===== src/rtl/screen_state_ctrl_if.sv =====
// Screen controller bus: keyboard/game-status inputs and screen-selection outputs.
// Also carries the screen-code enumeration shared by the controller and its users.
package screen_state_ctrl_pkg;
    typedef enum logic [3:0] {
        ST_LS = 4'b0001,
        ST_GO = 4'b0010,
        ST_L1 = 4'b0011,
        ST_L2 = 4'b0100,
        ST_L3 = 4'b0101,
        ST_L4 = 4'b0110,
        ST_L5 = 4'b0111,
        ST_L6 = 4'b1000,
        ST_L7 = 4'b1001,
        ST_L8 = 4'b1010,
        ST_SM = 4'b1111
    } state_t;
endpackage

interface screen_state_ctrl_if;
    logic [3:0] level_in;
    logic       other_in;
    logic       win;
    logic       lose;
    logic [3:0] current_state;
    logic       level_start;
    logic       game_active;

    modport master (
        output level_in, other_in, win, lose,
        input  current_state, level_start, game_active
    );

    modport slave (
        input  level_in, other_in, win, lose,
        output current_state, level_start, game_active
    );
endinterface


===== src/rtl/screen_state_ctrl.sv =====
// Game screen sequencer (start menu, level select, levels, game over) with a post-change input hold-off.
// Optional macro WIN_ADVANCE_EN: a win advances to the next level instead of returning to level select.
module screen_state_ctrl
    import screen_state_ctrl_pkg::*;
#(
    parameter int unsigned HOLD_CYCLES = 50000000
) (
    input  logic                 clk,
    input  logic                 rst,
    screen_state_ctrl_if.slave   bus
);

    localparam int unsigned HOLD_W = 26;
    localparam logic [HOLD_W-1:0] HOLD_LOAD = HOLD_W'(HOLD_CYCLES - 1);

    state_t              state;
    logic [HOLD_W-1:0]   hold;
    logic                other_q;
    logic                level_start_q;
    logic                game_active_q;

    logic                expired_c;
    logic                rise_c;
    logic                level_ok_c;
    state_t              level_target_c;

    assign expired_c      = (hold == '0);
    assign rise_c         = bus.other_in & ~other_q;
    assign level_ok_c     = (bus.level_in >= 4'd1) && (bus.level_in <= 4'd8);
    assign level_target_c = state_t'(4'(bus.level_in + 4'd2));

    // Every state change reloads the hold counter; inputs are only acted on once it reaches zero.
    always_ff @(posedge clk) begin
        if (rst) begin
            state         <= ST_SM;
            hold          <= HOLD_LOAD;
            other_q       <= 1'b1;
            level_start_q <= 1'b0;
            game_active_q <= 1'b0;
        end else begin
            other_q       <= bus.other_in;
            level_start_q <= 1'b0;
            if (!expired_c) begin
                hold <= hold - HOLD_W'(1);
            end

            case (state)
                ST_SM: begin
                    if (expired_c && rise_c) begin
                        state <= ST_LS;
                        hold  <= HOLD_LOAD;
                    end
                end
                ST_LS: begin
                    if (expired_c && rise_c && level_ok_c) begin
                        state         <= level_target_c;
                        hold          <= HOLD_LOAD;
                        level_start_q <= 1'b1;
                        game_active_q <= 1'b1;
                    end
                end
                ST_GO: begin
                    if (expired_c && rise_c) begin
                        state <= ST_SM;
                        hold  <= HOLD_LOAD;
                    end
                end
                ST_L1, ST_L2, ST_L3, ST_L4, ST_L5, ST_L6, ST_L7, ST_L8: begin
                    // Win outranks lose when both are raised together.
                    if (expired_c && bus.win) begin
                        hold <= HOLD_LOAD;
`ifdef WIN_ADVANCE_EN
                        if (state != ST_L8) begin
                            state         <= state_t'(4'(state + 4'd1));
                            level_start_q <= 1'b1;
                        end else begin
                            state         <= ST_LS;
                            game_active_q <= 1'b0;
                        end
`else
                        state         <= ST_LS;
                        game_active_q <= 1'b0;
`endif
                    end else if (expired_c && bus.lose) begin
                        state         <= ST_GO;
                        hold          <= HOLD_LOAD;
                        game_active_q <= 1'b0;
                    end
                end
                default: begin
                    state         <= ST_SM;
                    hold          <= HOLD_LOAD;
                    game_active_q <= 1'b0;
                end
            endcase
        end
    end

    assign bus.current_state = state;
    assign bus.level_start   = level_start_q;
    assign bus.game_active   = game_active_q;

endmodule


===== src/flat_wrapper.sv =====
// flat-port wrapper written by rule: the top's interface ports become plain ports
module screen_state_ctrl_flat import screen_state_ctrl_pkg::*;
#(
    parameter int unsigned HOLD_CYCLES = 50000000
)
  (clk, rst, bus_level_in, bus_other_in, bus_win, bus_lose, bus_current_state, bus_level_start, bus_game_active);
  screen_state_ctrl_if bus_i ();
  input  logic clk;
  input  logic rst;
  input wire logic [$bits(bus_i.level_in)-1:0] bus_level_in;
  input wire logic [$bits(bus_i.other_in)-1:0] bus_other_in;
  input wire logic [$bits(bus_i.win)-1:0] bus_win;
  input wire logic [$bits(bus_i.lose)-1:0] bus_lose;
  output wire logic [$bits(bus_i.current_state)-1:0] bus_current_state;
  output wire logic [$bits(bus_i.level_start)-1:0] bus_level_start;
  output wire logic [$bits(bus_i.game_active)-1:0] bus_game_active;
  assign bus_i.level_in = bus_level_in;
  assign bus_i.other_in = bus_other_in;
  assign bus_i.win = bus_win;
  assign bus_i.lose = bus_lose;
  assign bus_current_state = bus_i.current_state;
  assign bus_level_start = bus_i.level_start;
  assign bus_game_active = bus_i.game_active;
  screen_state_ctrl #(.HOLD_CYCLES(HOLD_CYCLES)) u_core (.clk(clk), .rst(rst), .bus(bus_i));
endmodule

===== config.mk =====
export PLATFORM = sky130hd
export DESIGN_NAME = screen_state_ctrl_flat
export DESIGN_NICKNAME = d
export VERILOG_FILES = /design/src/rtl/screen_state_ctrl_if.sv /design/src/rtl/screen_state_ctrl.sv /design/src/flat_wrapper.sv
export SDC_FILE = /design/constraint.sdc
export NUM_CORES = 1
export LEC_CHECK = 0
export BUFFER_PORTS_ARGS = -buffer_cell sky130_fd_sc_hd__buf_2
export CAP_MARGIN = 20
export CORE_MARGIN = 1
export CORE_UTILIZATION = 60
export CTS_CLUSTER_SIZE = 12
export DETAILED_ROUTE_END_ITERATION = 7
export PLACE_DENSITY = 0.8
export SLEW_MARGIN = 20
export SYNTH_ARGS = -nofsm -noshare
export SYNTH_HDL_FRONTEND = slang
export SYNTH_SLANG_ARGS = --single-unit

===== constraint.sdc =====
create_clock -name clk -period 8.2 [get_ports clk]
set_clock_uncertainty 0.1 [all_clocks]
set_input_delay 0.82 -clock clk [delete_from_list [all_inputs] [get_ports clk]]
set_output_delay 0.82 -clock clk [all_outputs]
set_load 0.005 [all_outputs]

Word level (Yosys, flattened, before mapping)
Cells that the tools add are included.
- flip-flop bits (word level): 33
- input bits: 9
- word-level logic and storage cells: 56
- add/subtract/negate cells: 2
- magnitude comparators: 2
- equal/unequal tests: 15
- mux-type cells: 17
- bitwise logic cells: 4
- reductions and logical operators: 11
- operators by type and width (cell ; number):
    $mux 26 ; 5
    $pmux 26 s3 ; 1
    $logic_not 26->1 ; 1
    $sub 26x1->26 const B ; 1
    $mux 4 ; 5
    $eq 4x3->1 const B ; 4
    $eq 4x4->1 const B ; 4
    $pmux 4 s4 ; 1
    $eq 4x2->1 const B ; 2
    $reduce_or 8->1 ; 1
    $ne 2x1->1 const B ; 3
    $logic_and 1x1->1 ; 5
    $add 4x2->4 const B ; 1
    $eq 4x1->1 const B ; 1
    $ge 4x1->1 const B ; 1
    $le 4x4->1 const B ; 1
    $mux 1 ; 4
    $reduce_and 4->1 ; 1
    $reduce_or 2->1 ; 2
    $ne 3x1->1 const B ; 1
    $not 1->1 ; 3
    $pmux 1 s3 ; 1
    $reduce_and 3->1 ; 1
    $and 1x1->1 ; 1

Depth between registers and ports, before layout
- depth in word-level cells: 6
- depth in mapped cells: 9

Worst setup path before layout
No wires, ideal clock.
- path kind: register to register
- start: reg u_core.hold[12]
- end: reg u_core.state[2] (netlist: u_core.bus.current_state[2])
- library setup time: 0.120 ns
- data arrival time: 2.420 ns
- required time: 7.980 ns
- slack: 5.560 ns
- cell stages (with the launch flop): 9
- path buffers: 2
- clock period less this slack: 2.640 ns
- cell sequence: dfxtp_1 -> or4_4 -> or4_4 -> buf_6 -> or3_1 -> buf_6 -> a221oi_4 -> nand2_2 -> mux2i_1
- word-level cells in the longest chain between the ends: 5
- RTL lines (what ; RTL line ; RTL):
    start, declared ; screen_state_ctrl.sv:17 ; logic [HOLD_W-1:0] hold;
    start signal, assigned ; screen_state_ctrl.sv:44 ; hold <= hold - HOLD_W'(1);
    $logic_not 26->1 (*) ; screen_state_ctrl.sv:27 ; assign expired_c = (hold == '0);
    $logic_and 1x1->1 ; screen_state_ctrl.sv:49, screen_state_ctrl.sv:55, screen_state_ctrl.sv:63 ;
    $logic_and 1x1->1 ; screen_state_ctrl.sv:55 ; if (expired_c && rise_c && level_ok_c) begin
    $ne 2x1->1 (no line) ; - ;
    $reduce_and 4->1 (no line) ; - ;
    end signal, assigned ; screen_state_ctrl.sv:56 ; state <= level_target_c;
    end, declared ; screen_state_ctrl.sv:16 ; state_t state;
Every way passes the cells marked *; elsewhere a longest branch is shown, timed or not.
A chain may end at the register's enable or synchronous reset.

Worst setup path in the final report
- start: reg u_core.hold[12]
- end: reg u_core.hold[10]
- word-level cells in the longest chain between the ends: 5
- RTL lines (what ; RTL line ; RTL):
    $logic_not 26->1 (*) ; screen_state_ctrl.sv:27 ;
    $mux 26 (tied with other cells) ; screen_state_ctrl.sv:43 ; if (!expired_c) begin
    $mux 26 or $logic_and 1x1->1 (tied branches) ; screen_state_ctrl.sv:84, screen_state_ctrl.sv:55 ;
    $mux 26 (on tied branches) ; screen_state_ctrl.sv:70, screen_state_ctrl.sv:55 ;
    $pmux 26 s3 (*) ; screen_state_ctrl.sv:47 ; case (state)
Marked as above.

==> impl_metrics.csv <==
group,metric,value,unit
outcome,status,"finished clean",
layout,fin_nets,233,
floorplan,start_util,0.646,
detailed_routing,drt_iter0_markers,67,
pwr,pwr_density_cell,309,nW/um2
grt,track_usage,0.253,
synthesis,syn_inst,213,
synthesis,yosysSeqAreaShare,0.364,
detailed_routing,wire_per_inst,14.4,um
clock_tree,ctsHtreeMaxLevel,2,
synthesis,yosysTopAreaCell,"dfxtp_1",
pwr,leakage,0.728,nW
setup_path,crit_required,8.34,ns
sta,drv_slew,0,
detailed_routing,drt-total-wl,3.65,mm
floorplan,die_area,3250,um2
sta,rsz0062_at_grt,"false",
setup_path,startpoint_type,"flop",
setup_path,endpoint_kind,"flop",
floorplan,io_pins,15,
synthesis,synth-async-reset-ratio,0,
floorplan,coreArea,2810,um2
placement,gp_congestion,0.821,
grt,grt.overflow.total,0,
synthesis,ys_ff_latch,33,
sta,finalCritPeriodShare,0.352,
job,drv_cap,0,
clock_tree,clk_latency,0.34,ns
floorplan,die_x,57.0,um
setup_path,crit_start,"u_core.hold[12]",
layout,layout_commonest_cell,"dfxtp_1",
grt,antenna_found_initial,0,
setup_path,r2r_end,"u_core.hold[10]",
detailed_routing,vias_per_cell,6.24,
clock_tree,cts_inserted_buffers,5,
synthesis,synth_edf_count,0,
detailed_routing,first_pass_iters,4,
pwr,ir_drop,0.213,mV
clock_tree,cts_tree,"done",
clock_tree,cts_sinks,33,
synthesis,synth_nets,225,
grt,grt_pass1_wl,6.47,mm
sta,hold_viol_final,0,
setup_path,ff2ff_setup_slack,5.31,ns
layout,syn2layout_area_growth,7.80,%
grt,grt_start_max_net_pins,26,
synthesis,netlist_area,1810,um2
layout,final_cell_mix,"dfxtp_1 (33), o21ai_0 (19), xnor2_1 (16)",
clock_tree,postCtsSetupRepairBufs,0,
pwr,p_total,0.605,mW
placement,hpwl,2.56,mm
synthesis,synth_area_leaders,"dfxtp_1 (36%), xnor2_1 (7.7%), o21ai_0 (5.2%)",
sta,fin_crit,2.89,ns
synthesis,syn_avg_cell_area,8.51,um2
setup_path,r2r-start,"u_core.hold[12]",
layout,diodes,0,
detailed_routing,final_antenna_net_count,0,
detailed_routing,drcViolationCount,0,
clock_tree,cts_hold_buffers,0,
layout,post-route-util,0.697,
setup_path,crit_fanout,25,
synthesis,synthFlopType,"dfxtp_1",
worst_hold_path,worst_hold_path_type,"reg -> reg",
layout,drive_gt1_frac,0.153,
clock_tree,clk_pin_slew,0.10,ns
sta,worstMarginPinSlew,0.866,ns
clock_tree,cts.path.max_buffers,2,
clock_tree,cts_resized,0,
sta,holdWs,0.438,ns
detailed_routing,vias,1579,
sta,maxSlewHeadroom,0.421,
grt,grt_pass1_vias,1559,
synthesis,synth.distinct_cells,43,
placement,port_buffers,14,
setup_path,crit_arrival,3.02,ns
clock_tree,clock-root-buffer,"clkbuf_4",
sta,fmax,347,MHz
floorplan,rows,19,
synthesis,yosysTopAreaCellShare,0.364,
floorplan,die_h,57.0,um
synthesis,synth_warnings,0,
sta,setup_viol,0,
setup_path,worstSetupEndpoint,"u_core.hold[10]",
sta,tns,0,ns
setup_path,rr_worst_depth,5,
setup_path,crit_type,"reg -> reg",
==> worst max-delay path, cell delays in order, from the launching register on <==
cell      delay [ns]
dfxtp_1         0.37
or4_4           0.59
or4_4           0.50
nor3_4          0.64
a211oi_4        0.34
and2_1          0.24
==> Yosys cell counts, types with 3 or more instances <==
master and count:
nand2_1 10, o21ai_0 19, or3_1 6, or4_1 4, ha_1 3, inv_1 5, o21ai_1 4, nor2_1 14
xor2_1 8, nand3_1 3, nor4_1 9, clkbuf_1 10, nor3_1 14, or2_2 4, dfxtp_1 33, xnor2_1 16
a21oi_1 7, and2_1 8, mux2i_1 3
==> metal layers <==
layer	track usage	vias up	wire [um]
met3	0.0567	9	165
li1	-	777	-
met4	0.132	0	68
met2	0.424	43	1770
met5	0	-	0
met1	0.304	750	1650
==> how the worst min path moves through the flow <==
stage / startpoint / slack [ns] / to / cells past startpoint
6_report: u_core.hold[1] / 0.44 / u_core.hold[1] / 2
5_1_grt: u_core.hold[8] / 0.49 / u_core.hold[8] / 2
4_1_cts: u_core.hold[1] / 0.44 / u_core.hold[1] / 2
3_5_place_dp: u_core.hold[1] / 0.41 / u_core.hold[1] / 2
3_3_place_gp: u_core.hold[1] / 0.39 / u_core.hold[1] / 2
2_1_floorplan: u_core.hold[1] / 0.37 / u_core.hold[1] / 2
==> cell families (layout without fill, tap and decap cells) <==
kind of cell	after synthesis	after routing	synth area share
AO/OA/AOI/OAI	48	48	0.175
XOR/XNOR	24	24	0.116
adder cells (fa/ha/maj)	3	3	0.0207
buffers and inverters	18	27	0.0462
flip-flops	33	33	0.364
multiplexers	3	3	0.0166
AND/OR/NAND/NOR	84	84	0.262
==> through the flow <==
| stage | worst slack [ns] | cell area [um2] | instances |
|---|---|---|---|
| floorplan | 5.56 | 1810 | 213 |
| global placement | 5.16 | 1860 | 245 |
| detailed placement | 5.34 | 1870 | 245 |
| CTS | 5.31 | 1950 | 253 |
| global route | 5.12 | 1950 | 253 |
| finish | 5.31 | 1950 | 253 |
==> final cells by class <==
type,instances,area (um2)
clock inverters,1,30.0
repair buffers,14,70.1
well taps,31,38.8
clock buffers,7,55.1
inverters,5,18.8
multi-input cells,162,1080
fillers,207,851
flip-flops and latches,33,661
==> sequential cells by signal, indices dropped and copies added (netlist names) <==
name                      flops
u_core.other_q                1
u_core.bus.level_start        1
u_core.bus.game_active        1
u_core.hold                  26
u_core.bus.current_state      4
==> where the power goes <==
part           internal [mW]  leakage, nW  switching, mW
clock                 0.0728       0.0455         0.0555
combinational         0.0933        0.412          0.122
sequential             0.207        0.270         0.0542
total                  0.373        0.728          0.231
Power figures use the tool's default switching activity.
